===== src/rtl/tm1638_pkg.sv =====
// tm1638_pkg: shared definitions for the TM1638 panel arbiter.
//   - FSM state encodings for tm1638_arbiter.
//   - TM1638 command bytes for clients that build panel transactions.
//   - Helper that forms a display-control command from a brightness value.
package tm1638_pkg;

    typedef logic [2:0] state_t;

    localparam state_t ST_IDLE      = 3'd0;
    localparam state_t ST_GAP       = 3'd1;
    localparam state_t ST_OWN       = 3'd2;
    localparam state_t ST_LATCH     = 3'd3;
    localparam state_t ST_WAIT_RISE = 3'd4;
    localparam state_t ST_WAIT_FALL = 3'd5;

    localparam logic [7:0] TM_CMD_READ_KEYS  = 8'h42;
    localparam logic [7:0] TM_CMD_WRITE_AUTO = 8'h40;
    localparam logic [7:0] TM_CMD_ADDR       = 8'hC0;
    localparam logic [7:0] TM_CMD_DISP_CTRL  = 8'h80;

    function automatic logic [7:0] tm_disp_ctrl(input logic [3:0] brightness);
        return TM_CMD_DISP_CTRL | {4'h0, brightness};
    endfunction

endpackage


===== src/rtl/tm1638_arbiter_if.sv =====
// tm1638_arbiter_if: one client's connection to the panel arbiter.
//   master (client side): drives req, valid, rd, wdata; sees gnt, ready, rdata, rvalid.
//   slave (arbiter side): the mirror image.
//   req    - client wants the panel for a whole transaction
//   gnt    - client owns the panel (chip select low)
//   valid  - byte request, honoured only while gnt
//   rd     - 1 = read byte, 0 = write wdata
//   ready  - one-cycle pulse, byte accepted
//   rdata  - last byte read for this client
//   rvalid - one-cycle pulse, byte complete
interface tm1638_arbiter_if;
    logic       req;
    logic       gnt;
    logic       valid;
    logic       rd;
    logic [7:0] wdata;
    logic       ready;
    logic [7:0] rdata;
    logic       rvalid;

    modport master (output req, valid, rd, wdata,
                    input  gnt, ready, rdata, rvalid);
    modport slave  (input  req, valid, rd, wdata,
                    output gnt, ready, rdata, rvalid);
endinterface


===== src/rtl/tm1638_rr_pick.sv =====
// tm1638_rr_pick: two-way round-robin pointer.
//   clk, rst  - clock, synchronous active-high reset
//   req0_i/1_i - client requests
//   take_i    - the current pick is being granted this cycle
//   any_o     - at least one client requests
//   pick_o    - winning client (0/1); on a tie the client not served last wins
// After reset client 1 counts as last served, so client 0 wins the first tie.
module tm1638_rr_pick
    import tm1638_pkg::*;
(
    input  logic clk,
    input  logic rst,
    input  logic req0_i,
    input  logic req1_i,
    input  logic take_i,
    output logic any_o,
    output logic pick_o
);

    logic last_q;
    logic last_d;

    always_comb begin
        any_o = req0_i | req1_i;
        if (req0_i && req1_i) begin
            pick_o = ~last_q;
        end else begin
            pick_o = req1_i;
        end
        last_d = take_i ? pick_o : last_q;
    end

    always_ff @(posedge clk) begin
        if (rst) begin
            last_q <= 1'b1;
        end else begin
            last_q <= last_d;
        end
    end

endmodule


===== src/rtl/tm1638_arbiter.sv =====
// tm1638_arbiter: shares one TM1638 byte engine between two clients.
//   clk, rst   - clock, synchronous active-high reset
//   c0, c1     - client ports (tm1638_arbiter_if.slave)
//   tm_cs      - panel chip select, active low, low while a grant is held
//   eng_latch  - one-cycle start pulse to the byte engine
//   eng_rw     - 1 = engine writes DIO, 0 = engine reads DIO
//   eng_wdata  - byte to the engine, held from latch until busy falls
//   eng_rdata  - byte from the engine, valid the cycle busy falls
//   eng_busy   - engine busy flag
//   timeout    - one-cycle pulse when an idle holder loses its grant
// All outputs come straight from registers.
module tm1638_arbiter
    import tm1638_pkg::*;
#(
    parameter int GAP_CYCLES     = 4,
    parameter int TIMEOUT_CYCLES = 65535,
    parameter int CNT_W          = 16
) (
    input  logic                    clk,
    input  logic                    rst,
    tm1638_arbiter_if.slave         c0,
    tm1638_arbiter_if.slave         c1,
    output logic                    tm_cs,
    output logic                    eng_latch,
    output logic                    eng_rw,
    output logic [7:0]              eng_wdata,
    input  logic [7:0]              eng_rdata,
    input  logic                    eng_busy,
    output logic                    timeout
);

    localparam logic [CNT_W-1:0] GAP_LAST = CNT_W'(GAP_CYCLES - 1);
    localparam logic [CNT_W-1:0] TO_LAST  = CNT_W'(TIMEOUT_CYCLES - 1);
    localparam logic [CNT_W-1:0] CNT_ONE  = CNT_W'(1);

    state_t           state_q, state_d;
    logic             owner_q, owner_d;
    logic [1:0]       gnt_q, gnt_d;
    logic             cs_q, cs_d;
    logic             latch_q, latch_d;
    logic             rw_q, rw_d;
    logic [7:0]       wdata_q, wdata_d;
    logic             rd_q, rd_d;
    logic [1:0]       ready_q, ready_d;
    logic [1:0]       rvalid_q, rvalid_d;
    logic [7:0]       rdata0_q, rdata0_d;
    logic [7:0]       rdata1_q, rdata1_d;
    logic             timeout_q, timeout_d;
    logic [CNT_W-1:0] cnt_q, cnt_d;

    logic       any_req;
    logic       pick;
    logic       take;
    logic       h_req, h_valid, h_rd;
    logic [7:0] h_wdata;

    // Arbitration waits out an engine still busy from before a reset.
    assign take = (state_q == ST_IDLE) && any_req && !eng_busy;

    tm1638_rr_pick u_pick (
        .clk    (clk),
        .rst    (rst),
        .req0_i (c0.req),
        .req1_i (c1.req),
        .take_i (take),
        .any_o  (any_req),
        .pick_o (pick)
    );

    // Signals of whichever client currently owns the panel.
    assign h_req   = owner_q ? c1.req   : c0.req;
    assign h_valid = owner_q ? c1.valid : c0.valid;
    assign h_rd    = owner_q ? c1.rd    : c0.rd;
    assign h_wdata = owner_q ? c1.wdata : c0.wdata;

    always_comb begin
        state_d   = state_q;
        owner_d   = owner_q;
        gnt_d     = gnt_q;
        cs_d      = cs_q;
        latch_d   = 1'b0;
        rw_d      = rw_q;
        wdata_d   = wdata_q;
        rd_d      = rd_q;
        ready_d   = 2'b00;
        rvalid_d  = 2'b00;
        rdata0_d  = rdata0_q;
        rdata1_d  = rdata1_q;
        timeout_d = 1'b0;
        cnt_d     = cnt_q;

        case (state_q)
            ST_IDLE: begin
                if (take) begin
                    owner_d = pick;
                    gnt_d   = pick ? 2'b10 : 2'b01;
                    cs_d    = 1'b0;
                    cnt_d   = '0;
                    state_d = ST_OWN;
                end
            end
            ST_OWN: begin
                if (!h_req) begin
                    gnt_d   = 2'b00;
                    cs_d    = 1'b1;
                    rw_d    = 1'b1;
                    cnt_d   = '0;
                    state_d = ST_GAP;
                end else if (h_valid) begin
                    ready_d[owner_q] = 1'b1;
                    rd_d    = h_rd;
                    rw_d    = ~h_rd;
                    wdata_d = h_wdata;
                    latch_d = 1'b1;
                    state_d = ST_LATCH;
                end else if (cnt_q == TO_LAST) begin
                    timeout_d = 1'b1;
                    gnt_d     = 2'b00;
                    cs_d      = 1'b1;
                    rw_d      = 1'b1;
                    cnt_d     = '0;
                    state_d   = ST_GAP;
                end else begin
                    cnt_d = cnt_q + CNT_ONE;
                end
            end
            ST_LATCH: begin
                state_d = ST_WAIT_RISE;
            end
            ST_WAIT_RISE: begin
                if (eng_busy) begin
                    state_d = ST_WAIT_FALL;
                end
            end
            ST_WAIT_FALL: begin
                if (!eng_busy) begin
                    if (rd_q) begin
                        if (owner_q) begin
                            rdata1_d = eng_rdata;
                        end else begin
                            rdata0_d = eng_rdata;
                        end
                    end
                    rvalid_d[owner_q] = 1'b1;
                    cnt_d   = '0;
                    state_d = ST_OWN;
                end
            end
            ST_GAP: begin
                if (cnt_q == GAP_LAST) begin
                    cnt_d   = '0;
                    state_d = ST_IDLE;
                end else begin
                    cnt_d = cnt_q + CNT_ONE;
                end
            end
            default: begin
                state_d = ST_IDLE;
            end
        endcase
    end

    always_ff @(posedge clk) begin
        if (rst) begin
            state_q   <= ST_IDLE;
            owner_q   <= 1'b0;
            gnt_q     <= 2'b00;
            cs_q      <= 1'b1;
            latch_q   <= 1'b0;
            rw_q      <= 1'b1;
            wdata_q   <= 8'h00;
            rd_q      <= 1'b0;
            ready_q   <= 2'b00;
            rvalid_q  <= 2'b00;
            rdata0_q  <= 8'h00;
            rdata1_q  <= 8'h00;
            timeout_q <= 1'b0;
            cnt_q     <= '0;
        end else begin
            state_q   <= state_d;
            owner_q   <= owner_d;
            gnt_q     <= gnt_d;
            cs_q      <= cs_d;
            latch_q   <= latch_d;
            rw_q      <= rw_d;
            wdata_q   <= wdata_d;
            rd_q      <= rd_d;
            ready_q   <= ready_d;
            rvalid_q  <= rvalid_d;
            rdata0_q  <= rdata0_d;
            rdata1_q  <= rdata1_d;
            timeout_q <= timeout_d;
            cnt_q     <= cnt_d;
        end
    end

    assign c0.gnt    = gnt_q[0];
    assign c1.gnt    = gnt_q[1];
    assign c0.ready  = ready_q[0];
    assign c1.ready  = ready_q[1];
    assign c0.rvalid = rvalid_q[0];
    assign c1.rvalid = rvalid_q[1];
    assign c0.rdata  = rdata0_q;
    assign c1.rdata  = rdata1_q;
    assign tm_cs     = cs_q;
    assign eng_latch = latch_q;
    assign eng_rw    = rw_q;
    assign eng_wdata = wdata_q;
    assign timeout   = timeout_q;

endmodule


===== src/flat_wrapper.sv =====
// flat-port wrapper written by rule: the top's interface ports become plain ports
module tm1638_arbiter_flat import tm1638_pkg::*;
#(
    parameter int GAP_CYCLES     = 4,
    parameter int TIMEOUT_CYCLES = 65535,
    parameter int CNT_W          = 16
)
  (clk, rst, tm_cs, eng_latch, eng_rw, eng_wdata, eng_rdata, eng_busy, timeout, c0_req, c0_valid, c0_rd, c0_wdata, c0_gnt, c0_ready, c0_rdata, c0_rvalid, c1_req, c1_valid, c1_rd, c1_wdata, c1_gnt, c1_ready, c1_rdata, c1_rvalid);
  tm1638_arbiter_if c0_i ();
  tm1638_arbiter_if c1_i ();
  input  logic clk;
  input  logic rst;
  output logic tm_cs;
  output logic eng_latch;
  output logic eng_rw;
  output logic [7:0] eng_wdata;
  input  logic [7:0] eng_rdata;
  input  logic eng_busy;
  output logic timeout;
  input wire logic [$bits(c0_i.req)-1:0] c0_req;
  input wire logic [$bits(c0_i.valid)-1:0] c0_valid;
  input wire logic [$bits(c0_i.rd)-1:0] c0_rd;
  input wire logic [$bits(c0_i.wdata)-1:0] c0_wdata;
  output wire logic [$bits(c0_i.gnt)-1:0] c0_gnt;
  output wire logic [$bits(c0_i.ready)-1:0] c0_ready;
  output wire logic [$bits(c0_i.rdata)-1:0] c0_rdata;
  output wire logic [$bits(c0_i.rvalid)-1:0] c0_rvalid;
  input wire logic [$bits(c1_i.req)-1:0] c1_req;
  input wire logic [$bits(c1_i.valid)-1:0] c1_valid;
  input wire logic [$bits(c1_i.rd)-1:0] c1_rd;
  input wire logic [$bits(c1_i.wdata)-1:0] c1_wdata;
  output wire logic [$bits(c1_i.gnt)-1:0] c1_gnt;
  output wire logic [$bits(c1_i.ready)-1:0] c1_ready;
  output wire logic [$bits(c1_i.rdata)-1:0] c1_rdata;
  output wire logic [$bits(c1_i.rvalid)-1:0] c1_rvalid;
  assign c0_i.req = c0_req;
  assign c0_i.valid = c0_valid;
  assign c0_i.rd = c0_rd;
  assign c0_i.wdata = c0_wdata;
  assign c0_gnt = c0_i.gnt;
  assign c0_ready = c0_i.ready;
  assign c0_rdata = c0_i.rdata;
  assign c0_rvalid = c0_i.rvalid;
  assign c1_i.req = c1_req;
  assign c1_i.valid = c1_valid;
  assign c1_i.rd = c1_rd;
  assign c1_i.wdata = c1_wdata;
  assign c1_gnt = c1_i.gnt;
  assign c1_ready = c1_i.ready;
  assign c1_rdata = c1_i.rdata;
  assign c1_rvalid = c1_i.rvalid;
  tm1638_arbiter #(.GAP_CYCLES(GAP_CYCLES), .TIMEOUT_CYCLES(TIMEOUT_CYCLES), .CNT_W(CNT_W)) u_core (.clk(clk), .rst(rst), .c0(c0_i), .c1(c1_i), .tm_cs(tm_cs), .eng_latch(eng_latch), .eng_rw(eng_rw), .eng_wdata(eng_wdata), .eng_rdata(eng_rdata), .eng_busy(eng_busy), .timeout(timeout));
endmodule

===== config.mk =====
export PLATFORM = sky130hd
export DESIGN_NAME = tm1638_arbiter_flat
export DESIGN_NICKNAME = d
export VERILOG_FILES = /design/src/rtl/tm1638_pkg.sv /design/src/rtl/tm1638_arbiter_if.sv /design/src/rtl/tm1638_rr_pick.sv /design/src/rtl/tm1638_arbiter.sv /design/src/flat_wrapper.sv
export SDC_FILE = /design/constraint.sdc
export NUM_CORES = 1
export LEC_CHECK = 0
export ABC_AREA = 1
export CAP_MARGIN = 20
export CORE_AREA = 4 4 84 86
export DETAILED_ROUTE_END_ITERATION = 10
export DIE_AREA = 0 0 88 90
export GPL_TIMING_DRIVEN = 0
export PLACE_DENSITY = 0.74
export SLEW_MARGIN = 10
export SYNTH_ARGS = -nofsm -noshare
export SYNTH_HDL_FRONTEND = slang
export SYNTH_HIERARCHICAL = 1
export SYNTH_SLANG_ARGS = --single-unit

===== constraint.sdc =====
create_clock -name clk -period 1.5 [get_ports clk]
set_input_delay 0.3 -clock clk [delete_from_list [all_inputs] [get_ports clk]]
set_output_delay 0.3 -clock clk [all_outputs]
set_load 0.02 [all_outputs]

; Word level (Yosys, flattened, before mapping)
; Cells that the tools add are included.
[word_totals]
ff_bits = 56
latch_bits = 0
ram_bits = 0
mem_bits_ro = 0
output_inout_bits = 34
elab_cells = 99
mem_count = 0
[op_classes]
addsub = 1
n_mul = 0
div_mod_pow = 0
n_lt_le_gt_ge = 2
n_eq_ne = 15
shift = 0
n_mux = 37
bitwise_logic = 9
n_reduce_logical = 20
[ops]
columns = operator, count
row1 = two-way mux 16 bit, 6
row2 = case mux 16 bit (4 select lines), 1
row3 = two-way mux 3 bit, 7
row4 = case mux 3 bit (6 select lines), 1
row5 = "adder 16 x 1 -> 16 bit, second input constant", 1
row6 = "== test 16 bit, second input constant", 1
row7 = "== test 16 x 2 -> 1 bit, second input constant", 1
row8 = AND reduction 4 bit, 4
row9 = two-way mux 1 bit, 13
row10 = two-way mux 2 bit, 5
row11 = "!= test 3 bit, second input constant", 3
row12 = two-way mux 8 bit, 1
row13 = inverter 1 bit, 8
row14 = OR reduction 4 bit, 2
row15 = "== test 3 x 2 -> 1 bit, second input constant", 2
row16 = "== test 3 bit, second input constant", 2
row17 = "!= test 2 bit, second input constant", 3
row18 = OR reduction 3 bit, 2
row19 = AND reduction 5 bit, 1
row20 = logical AND 1 bit, 4
row21 = "!= test 4 bit, second input constant", 1
row22 = case mux 2 bit (2 select lines), 1
row23 = AND reduction 2 bit, 2
row24 = nonzero test 4 bit, 1
row25 = 11 further kinds, 11

; Longest topological paths before layout
[depth]
depth_word = 5
depth_mapped = 12
mapped_depth_nobuf = 11

; Cells and area by module
; The synthesis kept the hierarchy.
[modules_own_cells]
columns = module, n_inst, cells_per_inst, area_per_inst_um2
row1 = tm1638_arbiter, 1, 378, 2681.3
row2 = tm1638_rr_pick, 1, 8, 55.1

; Worst setup path after synthesis
; OpenSTA, ideal clock, no wires.
[synth_path]
path_kind = reg-to-reg
start = register u_core.owner_q
end = register u_core.cnt_q[6]
t_arrival_ps = 1281
t_required_ps = 1391
slack_ps = 110
path_stages_with_launch = 13
cell_sequence = dfxtp_1 -> buf_4 -> inv_4 -> nand2_2 -> nand2_2 -> nand3_4 -> nand2_4 -> nor2_8 -> nand3_1 -> nand2_2 -> nand2_1 -> nand2_1 -> inv_1
[synth_via]
elab_chain_cells = 3
elab_cells_between_ends = 6
classes_between = eq/ne: 1 / mux: 4 / reduce/logical: 1
[synth_lines]
columns = element, line_no
row1 = start: declaration, tm1638_arbiter.sv:37  ; logic owner_q, owner_d;
row2 = start signal: assignment, tm1638_arbiter.sv:181  ; owner_q <= owner_d;
row3 = "two-way mux 1 bit, on equally long branches", "tm1638_arbiter.sv:72, tm1638_arbiter.sv:71"
row4 = != test 3 bit (no source line) / two-way mux 16 bit (equally long branches), --
row5 = AND reduction 4 bit (no source line) / case mux 16 bit (4 select lines) (equally long branches), --
row6 = end signal: assignment, tm1638_arbiter.sv:193  ; cnt_q <= cnt_d;
row7 = end: declaration, tm1638_arbiter.sv:49  ; logic [CNT_W-1:0] cnt_q, cnt_d;
; Parallel ways exist; a longest one is shown, timed or not.
; A chain may end at the register's enable or synchronous reset.

; Final worst setup path
; Same ends and word-level chain as after synthesis.

==> results.md <==
* Status: completed
* Min-Delay Path Class: in2reg
* P_leak at 1.70 nW
* Reg clk slew, reported paths at 100 ps
* Synth Area in Simple Gates at 36.5%
* DRT Wirelength at 7.40 mm
* Clock sinks at 56
* ANT cells at 0
* Sequential fraction of the synthesis area at 41.0%
* Vias per cell at 5.12
* Worst setup SP type: flip-flop
* First-pass GRT wire length at 11.9 mm
* H-tree depth at 2
* Max_slew headroom at 66.7%
* Area Growth Syn to Fin at 39.0%
* Share of layout cells above drive strength 1 at 20.2%
* Seq pwr share at 37.0%
* Largest net degree at the start of global routing at 18
* P_sw at 0.00194 W
* CP top delay family: simple AND/OR/NAND/NOR gates
* Number of port buffers at 66
* Max-slew violations at 0
* Area post-placement at 0.00349 sq mm
* Initial core utilization at 43.6%
* Pwr Density at 1240 mW/mm^2
* FF+latch count, synth at 56
* Final net count at 504
* Drt first pass iters at 6
* Worst-skew pair later-pin latency at 310 ps
* Initial DRC Count at 157
* Final ANT Viol Nets at 0
* Routability Congestion at 0.856
* Slowest stage cell on the critical path: dfxtp_2
* Mean Syn Cell Area at 7.09 sq um
* WL per Instance at 13.5 um
* Post-DP HPWL at 5.26 mm
* Crit-path most repeated cell: nand2_2
* Clock share of power at 18.5%
* Final hold vios at 0
* Non-Filler Instances at 547
* Number of synthesized flops with an enable pin at 0
* Max stage delay on crit path at 330 ps
* Crit Path Max Fanout at 6
* Die Area at 0.00792 sq mm
* Initial antenna violation count at 0
* Worst Max-Slew Pin Slew at 499 ps
* Total CTS buffers at 5
* Switching share of power at 41.1%
* WHS at 443 ps
* Worst setup EP type: flip-flop
* Total placed cells including tap cells at 529
* FMAX at 0.670 GHz
* RSZ-0062 raised after global routing: yes
* Max-cap violations at 0
* Final TNS setup at 0 ps
* Worst VDD drop at 0.000707 V
* Clk buf depth at 2
* Synth Net Count at 421
* CP Buf/Inv Count at 3
* Core area at 0.00628 sq mm
* Critical Path RT at 1720 ps
* Critical Path AT at 1710 ps
* Synth async-reset ratio at 0%
* Cells after synthesis at 386
* # DRC at 0
* Post-synthesis adder-cell area fraction at 0.914%
* Crit Path Class: reg2reg
* Largest family of logic cells by synthesized area: simple AND/OR/NAND/NOR gates
* # rows at 29
* Post-synthesis mux area share at 0.366%
* Period utilization at 99.6%
* # setup viols final at 0
* Die Width at 88 um
* Min Tclk post-route at 1490 ps
* Synthesized area at 0.00274 sq mm
* P_int at 0.00278 W
* Via count at 2,800
* Post-Synth XOR/XNOR Area at 1.28%
* Worst path cell trace: buf_6, inv_8, nand2_2, nand2_4, nand3_4, nand2_4, nor2_8, nand3_4, nand2_2, nand2_2, nand2_1, inv_1
* CTS tree: yes
* Die Ht at 90 um
* # IOs at 67
* Vias in the first global route at 2,628
* Overflow after GRT at 0
* Synth Area in Compound Gates at 12.4%
* Setup Skew at 10.4 ps
* Root Buffer Master: clkbuf_8
* Final instance area at 0.00380 sq mm
* Synth unique cells at 36
* Synth Warn # at 6
* Total track usage at 18.4%
* Ys flop type: dfxtp_1
* Gate power share at 44.5%
==> worst register-to-register path, cell delays in order, from the launching register on <==
cell and delay (ps):
dfxtp_2 330, buf_6 140, inv_8 50, nand2_2 70
nand2_4 70, nand3_4 130, nand2_4 100, nor2_8 160
nand3_4 110, nand2_2 110, nand2_2 50, nand2_1 60
inv_1 30
==> final timing paths <==
path,start,to,slack [ps],depth (start not counted)
max,u_core/owner_q$_SDFFE_PP0P_,u_core/cnt_q[6]$_SDFFE_PP0P_,6,12
min,c1_req,u_core/u_pick/last_q$_SDFFE_PP1P_,440,3
max reg2reg,u_core/owner_q$_SDFFE_PP0P_,u_core/cnt_q[6]$_SDFFE_PP0P_,6,12
min reg2reg,u_core/gnt_q[1]$_SDFFE_PP0P_,u_core/gnt_q[1]$_SDFFE_PP0P_,480,2
==> sequential cells by signal, summed over array words and instances (netlist names) <==
name / count
u_core/c0.rdata: 8
u_core/c1.rdata: 8
u_core/cnt_q: 16
u_core/eng_latch: 1
u_core/eng_rw: 1
u_core/eng_wdata: 8
u_core/gnt_q: 2
u_core/owner_q: 1
u_core/rd_q: 1
u_core/ready_q: 2
u_core/rvalid_q: 2
u_core/state_q: 3
u_core/timeout: 1
u_core/tm_cs: 1
u_core/u_pick/last_q: 1
==> layer usage <==
metal	routed length (um)	global-route usage, %	share of wire [%]	vias to the layer above
li1	-	-	-	1412
met1	3180	23.8	43	1292
met2	3650	30.4	49	90
met3	510	4.84	6.9	6
met4	66	4.22	0.89	0
met5	0	0	0	-
==> logic make-up (layout without fill, tap and decap cells) <==
logic type,Yosys count,after routing
AND/OR/NAND/NOR,210,211
adder cells (fa/ha/maj),2,2
AO/OA/AOI/OAI,62,62
flip-flops,56,56
multiplexers,1,1
XOR/XNOR,4,4
buffers and inverters,51,134
==> area by class of cell <==
class | count | area (sq um)
Buffer | 9 | 56.3
Clock buffer | 6 | 82.6
Clock inverter | 2 | 15.0
Fill cell | 583 | 2470
Inverter | 42 | 168
Multi-Input combinational cell | 280 | 1560
Sequential cell | 56 | 1140
Tap cell | 77 | 96.3
Timing Repair Buffer | 75 | 682
==> per-stage QoR <==
| step | power [W] | worst slack, ps | util [%] |
|---|---|---|---|
| 2_1_floorplan | 0.00307 | 110 | - |
| 3_3_place_gp | 0.00353 | -473 | 55.7 |
| 3_5_place_dp | 0.00356 | -502 | 55.7 |
| 4_1_cts | 0.00454 | 2.07 | 57.9 |
| 5_1_grt | 0.00500 | -63.9 | 60.6 |
| 6_report | 0.00472 | 6.40 | 60.6 |
==> layout by cell type, fill, tap and decap left out, types with 5 or more instances in the layout <==
cell type / synthesis / layout
nand2_4: 6 / 12
nor2_1: 65 / 59
dfxtp_2: 0 / 12
a31oi_1: 8 / 8
nand2_1: 81 / 74
nand2_2: 7 / 8
a21oi_1: 17 / 16
inv_1: 34 / 32
clkbuf_8: 0 / 6
inv_2: 7 / 8
nor3_1: 7 / 6
o21ai_0: 27 / 25
dlygate4sd2_1: 0 / 37
buf_4: 3 / 10
nor2_4: 2 / 5
nand3_4: 2 / 5
nand3_1: 28 / 25
dfxtp_1: 56 / 42
nor2_2: 1 / 5
clkdlybuf4s50_1: 0 / 29
==> cells in the mapped netlist, types with 2 or more instances <==
cell,number,area [sq um]
ha_1,2,25.0
inv_1,34,128
clkbuf_1,6,22.5
nor3_1,7,35.0
dfxtp_1,56,1120
nand3_4,2,35.0
o21ai_1,3,15.0
a31oi_1,8,50.1
nand3_1,28,140
buf_4,3,22.5
nor2_4,2,22.5
nor2_1,65,244
nand3_2,3,30.0
nand2_4,6,67.6
inv_2,7,26.3
a21oi_1,17,85.1
xor2_1,4,35.0
nand2_1,81,304
o21ai_0,27,135
nand2_2,7,43.8
nand4_1,3,18.8
==> repair_timing <==
item	CTS	global route
pin swaps	6	5
setup endpoints to repair	62	40
hold buffers	0	0
gates resized for setup	57	42
setup buffers	3	6
gates cloned	1	0
==> power groups by stage <==
stage	sequential (W)	clock, W	combinational, W
6_report	0.00175	0.000872	0.00210
5_1_grt	0.00177	0.000945	0.00229
4_1_cts	0.00172	0.000899	0.00192
3_5_place_dp	0.00174	0	0.00181
3_3_place_gp	0.00175	0	0.00178
2_1_floorplan	0.00179	0	0.00128
Power figures use the tool's default switching activity.
